### config.mk
export PLATFORM = sky130hd
export DESIGN_NAME = cpu_control_sequencer_flat
export DESIGN_NICKNAME = d
export VERILOG_FILES = /design/src/rtl/cpu_control_sequencer_if.sv /design/src/rtl/cpu_control_sequencer.sv /design/src/flat_wrapper.sv
export SDC_FILE = /design/constraint.sdc
export NUM_CORES = 1
export LEC_CHECK = 0
export ABC_AREA = 1
export CAP_MARGIN = 20
export CORE_MARGIN = 2
export CORE_UTILIZATION = 43
export CTS_CLUSTER_SIZE = 8
export DETAILED_ROUTE_END_ITERATION = 10
export GPL_ROUTABILITY_DRIVEN = 1
export MAX_ROUTING_LAYER = met4
export PLACE_DENSITY = 0.89
export SKIP_LAST_GASP = 1
export SLEW_MARGIN = 15
export SYNTH_ARGS = -nofsm -noshare
export SYNTH_HDL_FRONTEND = slang
export SYNTH_SLANG_ARGS = --single-unit
### constraint.sdc
create_clock -name i_clock -period 1.43 [get_ports i_clock]
set_clock_uncertainty 0.15 [all_clocks]
set_input_delay 0.2145 -clock i_clock [delete_from_list [all_inputs] [get_ports i_clock]]
set_output_delay 0.2145 -clock i_clock [all_outputs]
set_load 0.05 [all_outputs]
### src/rtl/cpu_control_sequencer_if.sv
// Instruction fetch bus between the control sequencer (master) and
// instruction memory (slave). The sequencer drives address and request;
// memory answers with ack and the instruction word.
interface cpu_control_sequencer_if #(
  parameter int PC_WIDTH = 8
);
  logic [PC_WIDTH-1:0] instr_addr;
  logic                mem_req;
  logic                mem_ack;
  logic [7:0]          instr_data;

  modport master (
    output instr_addr,
    output mem_req,
    input  mem_ack,
    input  instr_data
  );

  modport slave (
    input  instr_addr,
    input  mem_req,
    output mem_ack,
    output instr_data
  );
endinterface

### src/rtl/cpu_control_sequencer.sv
// Multi-cycle control unit for the 8-bit CPU: fetches one instruction at a
// time over a req/ack handshake, holds the PC and sequences register-file
// selects, Type4 NOT / branch enables and the ALU enable.
// Optional build macro CTRL_SINGLE_STEP_EN adds i_step and a STEP_WAIT state
// that gates every entry into FETCH.
//
// state       | meaning
// ------------+--------------------------------------------------------
// IDLE        | waiting for i_start, all outputs low
// STEP_WAIT   | (CTRL_SINGLE_STEP_EN only) waiting for i_step before FETCH
// FETCH       | mem_req high until mem_ack; latch IR, PC+1
// DECODE      | drive read selects; HALT opcode -> HALT
// EXECUTE     | one enable per opcode; JMP loads PC and refetches
// WRITEBACK   | write strobe to rd, enable held so the result stays valid
// HALT        | o_halted high; only reset leaves
module cpu_control_sequencer #(
  parameter int                  PC_WIDTH = 8,
  parameter logic [PC_WIDTH-1:0] RESET_PC = '0
) (
  input  logic                   i_clock,
  input  logic                   i_reset,
  input  logic                   i_start,
`ifdef CTRL_SINGLE_STEP_EN
  input  logic                   i_step,
`endif
  input  logic [7:0]             i_branch_target,
  cpu_control_sequencer_if.master mem_if,
  output logic [1:0]             o_r_signal1,
  output logic [1:0]             o_r_signal2,
  output logic [1:0]             o_write_register_selection,
  output logic                   o_write_enable,
  output logic                   o_not_selection,
  output logic                   o_unconditional_br_selection,
  output logic                   o_alu_selection,
  output logic                   o_halted,
  output logic                   o_busy
);

  typedef enum logic [2:0] {
    S_IDLE,
    S_FETCH,
    S_DECODE,
    S_EXECUTE,
    S_WRITEBACK,
    S_HALT
`ifdef CTRL_SINGLE_STEP_EN
    , S_STEP_WAIT
`endif
  } state_t;

  localparam logic [1:0] OP_ADD  = 2'b00;
  localparam logic [1:0] OP_NOT  = 2'b01;
  localparam logic [1:0] OP_JMP  = 2'b10;
  localparam logic [1:0] OP_HALT = 2'b11;

`ifdef CTRL_SINGLE_STEP_EN
  localparam state_t L_FETCH_ENTRY = S_STEP_WAIT;
`else
  localparam state_t L_FETCH_ENTRY = S_FETCH;
`endif

  state_t              r_state;
  state_t              w_state_next;
  logic [PC_WIDTH-1:0] r_pc;
  logic [PC_WIDTH-1:0] w_pc_next;
  logic [7:0]          r_ir;
  logic [7:0]          w_ir_next;
  logic [PC_WIDTH-1:0] w_branch_pc;
  logic [1:0]          w_opcode;

  logic       w_mem_req;
  logic [1:0] w_rsel1;
  logic [1:0] w_rsel2;
  logic [1:0] w_wsel;
  logic       w_we;
  logic       w_not_en;
  logic       w_br_en;
  logic       w_alu_en;
  logic       w_halted;

  assign w_opcode = r_ir[7:6];

  // Branch target comes from an 8-bit register; zero-extend or truncate to the PC.
  generate
    if (PC_WIDTH >= 8) begin : g_bt_wide
      assign w_branch_pc = PC_WIDTH'(i_branch_target);
    end else begin : g_bt_narrow
      assign w_branch_pc = i_branch_target[PC_WIDTH-1:0];
    end
  endgenerate

  // State, PC and IR registers; reset wins over everything.
  always_ff @(posedge i_clock) begin
    if (i_reset) begin
      r_state <= S_IDLE;
      r_pc    <= RESET_PC;
      r_ir    <= '0;
    end else begin
      r_state <= w_state_next;
      r_pc    <= w_pc_next;
      r_ir    <= w_ir_next;
    end
  end

  // Next-state, PC/IR update and Moore outputs decoded from state and IR.
  always_comb begin
    w_state_next = r_state;
    w_pc_next    = r_pc;
    w_ir_next    = r_ir;
    w_mem_req    = 1'b0;
    w_rsel1      = 2'b00;
    w_rsel2      = 2'b00;
    w_wsel       = 2'b00;
    w_we         = 1'b0;
    w_not_en     = 1'b0;
    w_br_en      = 1'b0;
    w_alu_en     = 1'b0;
    w_halted     = 1'b0;
    case (r_state)
      S_IDLE: begin
        if (i_start) w_state_next = L_FETCH_ENTRY;
      end
`ifdef CTRL_SINGLE_STEP_EN
      S_STEP_WAIT: begin
        if (i_step) w_state_next = S_FETCH;
      end
`endif
      S_FETCH: begin
        w_mem_req = 1'b1;
        if (mem_if.mem_ack) begin
          w_ir_next    = mem_if.instr_data;
          w_pc_next    = r_pc + PC_WIDTH'(1);
          w_state_next = S_DECODE;
        end
      end
      S_DECODE: begin
        w_rsel1      = r_ir[3:2];
        w_rsel2      = r_ir[1:0];
        w_state_next = (w_opcode == OP_HALT) ? S_HALT : S_EXECUTE;
      end
      S_EXECUTE: begin
        w_rsel1  = r_ir[3:2];
        w_rsel2  = r_ir[1:0];
        w_alu_en = (w_opcode == OP_ADD);
        w_not_en = (w_opcode == OP_NOT);
        w_br_en  = (w_opcode == OP_JMP);
        if (w_opcode == OP_JMP) begin
          w_pc_next    = w_branch_pc;
          w_state_next = L_FETCH_ENTRY;
        end else begin
          w_state_next = S_WRITEBACK;
        end
      end
      S_WRITEBACK: begin
        w_rsel1      = r_ir[3:2];
        w_rsel2      = r_ir[1:0];
        w_wsel       = r_ir[5:4];
        w_we         = 1'b1;
        w_alu_en     = (w_opcode == OP_ADD);
        w_not_en     = (w_opcode == OP_NOT);
        w_state_next = L_FETCH_ENTRY;
      end
      S_HALT: begin
        w_halted = 1'b1;
      end
      default: begin
        w_state_next = S_IDLE;
      end
    endcase
  end

  assign mem_if.instr_addr            = r_pc;
  assign mem_if.mem_req               = w_mem_req;
  assign o_r_signal1                  = w_rsel1;
  assign o_r_signal2                  = w_rsel2;
  assign o_write_register_selection   = w_wsel;
  assign o_write_enable               = w_we;
  assign o_not_selection              = w_not_en;
  assign o_unconditional_br_selection = w_br_en;
  assign o_alu_selection              = w_alu_en;
  assign o_halted                     = w_halted;
  assign o_busy                       = (r_state != S_IDLE) && (r_state != S_HALT);

endmodule

### src/flat_wrapper.sv
// flat-port wrapper written by rule: the top's interface ports become plain ports
module cpu_control_sequencer_flat 
#(
  parameter int                  PC_WIDTH = 8,
  parameter logic [PC_WIDTH-1:0] RESET_PC = '0
)
  (i_clock, i_reset, i_start, i_branch_target, o_r_signal1, o_r_signal2, o_write_register_selection, o_write_enable, o_not_selection, o_unconditional_br_selection, o_alu_selection, o_halted, o_busy, mem_if_instr_addr, mem_if_mem_req, mem_if_mem_ack, mem_if_instr_data);
  cpu_control_sequencer_if #(.PC_WIDTH(PC_WIDTH)) mem_if_i ();
  input  logic i_clock;
  input  logic i_reset;
  input  logic i_start;
  input  logic [7:0] i_branch_target;
  output logic [1:0] o_r_signal1;
  output logic [1:0] o_r_signal2;
  output logic [1:0] o_write_register_selection;
  output logic o_write_enable;
  output logic o_not_selection;
  output logic o_unconditional_br_selection;
  output logic o_alu_selection;
  output logic o_halted;
  output logic o_busy;
  output wire logic [$bits(mem_if_i.instr_addr)-1:0] mem_if_instr_addr;
  output wire logic [$bits(mem_if_i.mem_req)-1:0] mem_if_mem_req;
  input wire logic [$bits(mem_if_i.mem_ack)-1:0] mem_if_mem_ack;
  input wire logic [$bits(mem_if_i.instr_data)-1:0] mem_if_instr_data;
  assign mem_if_instr_addr = mem_if_i.instr_addr;
  assign mem_if_mem_req = mem_if_i.mem_req;
  assign mem_if_i.mem_ack = mem_if_mem_ack;
  assign mem_if_i.instr_data = mem_if_instr_data;
  cpu_control_sequencer #(.PC_WIDTH(PC_WIDTH), .RESET_PC(RESET_PC)) u_core (.i_clock(i_clock), .i_reset(i_reset), .i_start(i_start), .i_branch_target(i_branch_target), .mem_if(mem_if_i), .o_r_signal1(o_r_signal1), .o_r_signal2(o_r_signal2), .o_write_register_selection(o_write_register_selection), .o_write_enable(o_write_enable), .o_not_selection(o_not_selection), .o_unconditional_br_selection(o_unconditional_br_selection), .o_alu_selection(o_alu_selection), .o_halted(o_halted), .o_busy(o_busy));
endmodule
==> flow_summary.yaml <==
timing:
  hold_violations: 0
  rsz0062_at_grt: "yes"
  layout_setup_ws_ps: -434.3
  slew_viol_final: 0
  fin_crit_sh: 1.304
  setup_viol: 30
  max_freq_ghz: 0.5364
  worstMarginPinSlew_ps: 355.6
  relSlewSlack: 0.7630
  hold_ws_ps: 354.3
  period_minus_slack_ps: 1864
pwr:
  peakVddDrop_mv: 0.9016
  p_leak_uw: 0.0009465
  power_density_nw_per_um2: 756.6
die:
  start_util: 0.4450
  core.rowCount: 18
  dieArea_sq_um: 2934
  fp.dieW_um: 54.17
  die_y_um: 54.17
  core_sq_um: 2432
  pin_count: 41
logic_synthesis:
  synth-seq-cells: 19
  yosys_warnings: 0
  synth_nets: 194
  syn_inst: 173
  synthesis.area_sq_um: 1082
  netlist.area_leader.share: 0.3514
  synthTopCellsByArea: "dfxtp_1 35%, nand2_1 13%, nor2_1 11%"
  synthDistinctLibCells: 19
  syn_avg_cell_area_sq_um: 6.256
  synth_seq_area_share: 0.3514
  synth_largest_area_cell: "dfxtp_1"
setup_path:
  cp_num_buf_inv: 3
  startpoint_type: "register"
  cp-end-kind: "primary output"
  critPathKind: "register to primary output"
  reg2reg_from: "u_core.r_state[0]"
  critPathArrivalTime_ps: 1500
  crit_required_ps: 1070
  critPathMaxStageDelay_ps: 420
  path_max_fanout: 4
  cpLargestDelayFamily: "simple AND/OR/NAND/NOR gates"
  rrSetupSlack_ps: -330
  crit_slowest_cell: "dfxtp_4"
  r2r_cells: 10
  timing.rr.end: "u_core.mem_if.instr_addr[4]"
  path_cells: "inv_2 > nor2_4 > nand2_2 > nand2_8 > nand2_4 > clkinvlp_4 > buf_12"
cells_and_area:
  seq_area_sq_um: 397.9
  drive_above_1_share: 0.4875
  antennaDiodeCount: 0
  fin_area_sq_um: 2295
  multi_input_area_sq_um: 844.6
  area_growth_pct: 112.0
  fin_util: 0.9434
  fillCellCount: 68
  nNetsFinal: 262
cts:
  insertion_delay_ps: 320
  clk_path_buf_depth: 2
  clock_sinks: 19
  htreeDepth: 1
  clock_tree.root_cell: "clkbuf_4"
  path_clk_slew_ps: 140
  hold_buffers: 0
  cts_tree: "yes"
  numCtsBuffers: 3
global_routing:
  top_usage_layer: "met2"
  use_met2: 0.5201
  grtUsageMet3: 0.03889
  met1_usage: 0.3548
  grt_pass1_wl_um: 6058
  track_usage: 0.2988
  antenna_found_initial: 0
  overflow: 0
  grt_max_degree: 15
  grt_pass1_vias: 1309
status:
  violations: "setup timing"
  outcome: "complete, but fails checks"
worst_hold_path:
  min_from: "mem_if_instr_data[4]"
  hp-class: "primary input to register"
  hold_path_end: "u_core.r_ir[4]"
  worstHoldPathCells: 3
placement:
  place_area_sq_um: 1932
  globalplace.congestion: 0.7969
  dpl.hpwl_um: 2495
  dpl_worst_slack_ps: -281.4
  port_buffers: 40
route:
  vias: 1623
  antenna_left: 0
  wl_per_cell_um: 21.84
  firstDrtPassIters: 4
  drc: 0
  drtIter0Drc: 82
  via_per_inst: 6.011
  totalWireLength_um: 5897
run:
  maxCapViolCount: 0
layer usage:
layer	routed length, um	part of all wire
met4	392	0.066
met5	0	0
met3	512	0.087
met2	2880	0.49
met1	2112	0.36
worst max path at each step:
stage                            startpoint                           to  cells past startpoint
after floorplan           u_core.r_state[1]               u_core.r_ir[6]                      7
after global placement       mem_if_mem_ack  u_core.mem_if.instr_addr[2]                      7
after detailed placement     mem_if_mem_ack  u_core.mem_if.instr_addr[4]                      8
after CTS                 u_core.r_state[0]              o_alu_selection                      7
after global routing      u_core.r_state[1]               o_r_signal1[0]                      7
final                     u_core.r_state[1]               o_r_signal1[0]                      7
cell usage after synthesis:
library cell / instances
nand2_1: 38
nor2_1: 32
inv_1: 23
dfxtp_1: 19
o21ai_0: 17
a21oi_1: 11
nand3_1: 8
nor3_1: 4
o21ai_1: 4
buf_6: 3
nand2_2: 3
inv_2: 2
nand3b_1: 2
o21bai_1: 2
a21oi_2: 1
a31oi_1: 1
clkbuf_1: 1
ha_1: 1
nor2_4: 1
flip-flops by register name, indices dropped and copies added, names as in the netlist:
register / count
u_core.mem_if.instr_addr: 8
u_core.r_state: 3
u_core.r_ir: 8
area by class of cell:
class | count | area share
clock buffer | 3 | 0.009815
sequential | 19 | 0.1734
inverter | 25 | 0.05398
timing repair buffer | 67 | 0.3762
clock inverter | 1 | 0.002181
tap | 30 | 0.01636
multi-input combinational | 125 | 0.3680
worst reg2reg max path, cell delays in order (launching register included):
cell and delay, ps:
dfxtp_4 440, nand2_4 70, nor2_4 90, buf_4 120
buf_8 100, buf_6 120, buf_6 140, nor3_2 50
o21ai_2 150, nand2_1 110, nor2_2 140
through the flow:
stage / instances / setup TNS, ps / total power (uW)
6_report: 270 / -7209 / 1736
5_1_grt: 270 / -8457 / 1795
4_1_cts: 263 / -4202 / 1533
3_5_place_dp: 255 / -2499 / 1200
3_3_place_gp: 255 / -1569 / 1181
2_1_floorplan: 173 / -1704 / 934.6
power breakdown:
group / leakage, uW / internal (uW) / switching (uW) / total, uW
Combinational: 0.000770 / 356 / 443 / 799
Sequential: 0.000159 / 572 / 66.4 / 639
Clock: 0.0000177 / 105 / 194 / 299
layout by cell type, fill, tap and decap left out, types with 5 or more instances in the layout:
master / count
dfxtp_2: 5
inv_1: 13
buf_12: 22
buf_4: 17
clkdlybuf4s50_1: 19
nand2_1: 26
o21ai_1: 8
nor2_2: 5
dfxtp_1: 11
nand2_4: 7
a21oi_1: 7
nor2_1: 21
buf_6: 8
nor2_4: 7
o21ai_2: 9
nand3_1: 7
kinds of logic (layout without fill, tap and decap cells):
kind of cell	Yosys count	count (layout)	synth area share
buffers and inverters	29	96	0.1214
AOI/OAI and AO/OA	36	36	0.1757
adders and majority gates	1	1	0.01156
and+or+nand+nor	88	88	0.3399
DFF	19	19	0.3514
repair_timing:
action | CTS | global route
gates resized for setup | 24 | 57
endpoints found under the setup margin | 27 | 32
pin swaps | 11 | 26
setup buffers | 5 | 10
Note: power is estimated with default switching activity, not from simulation.
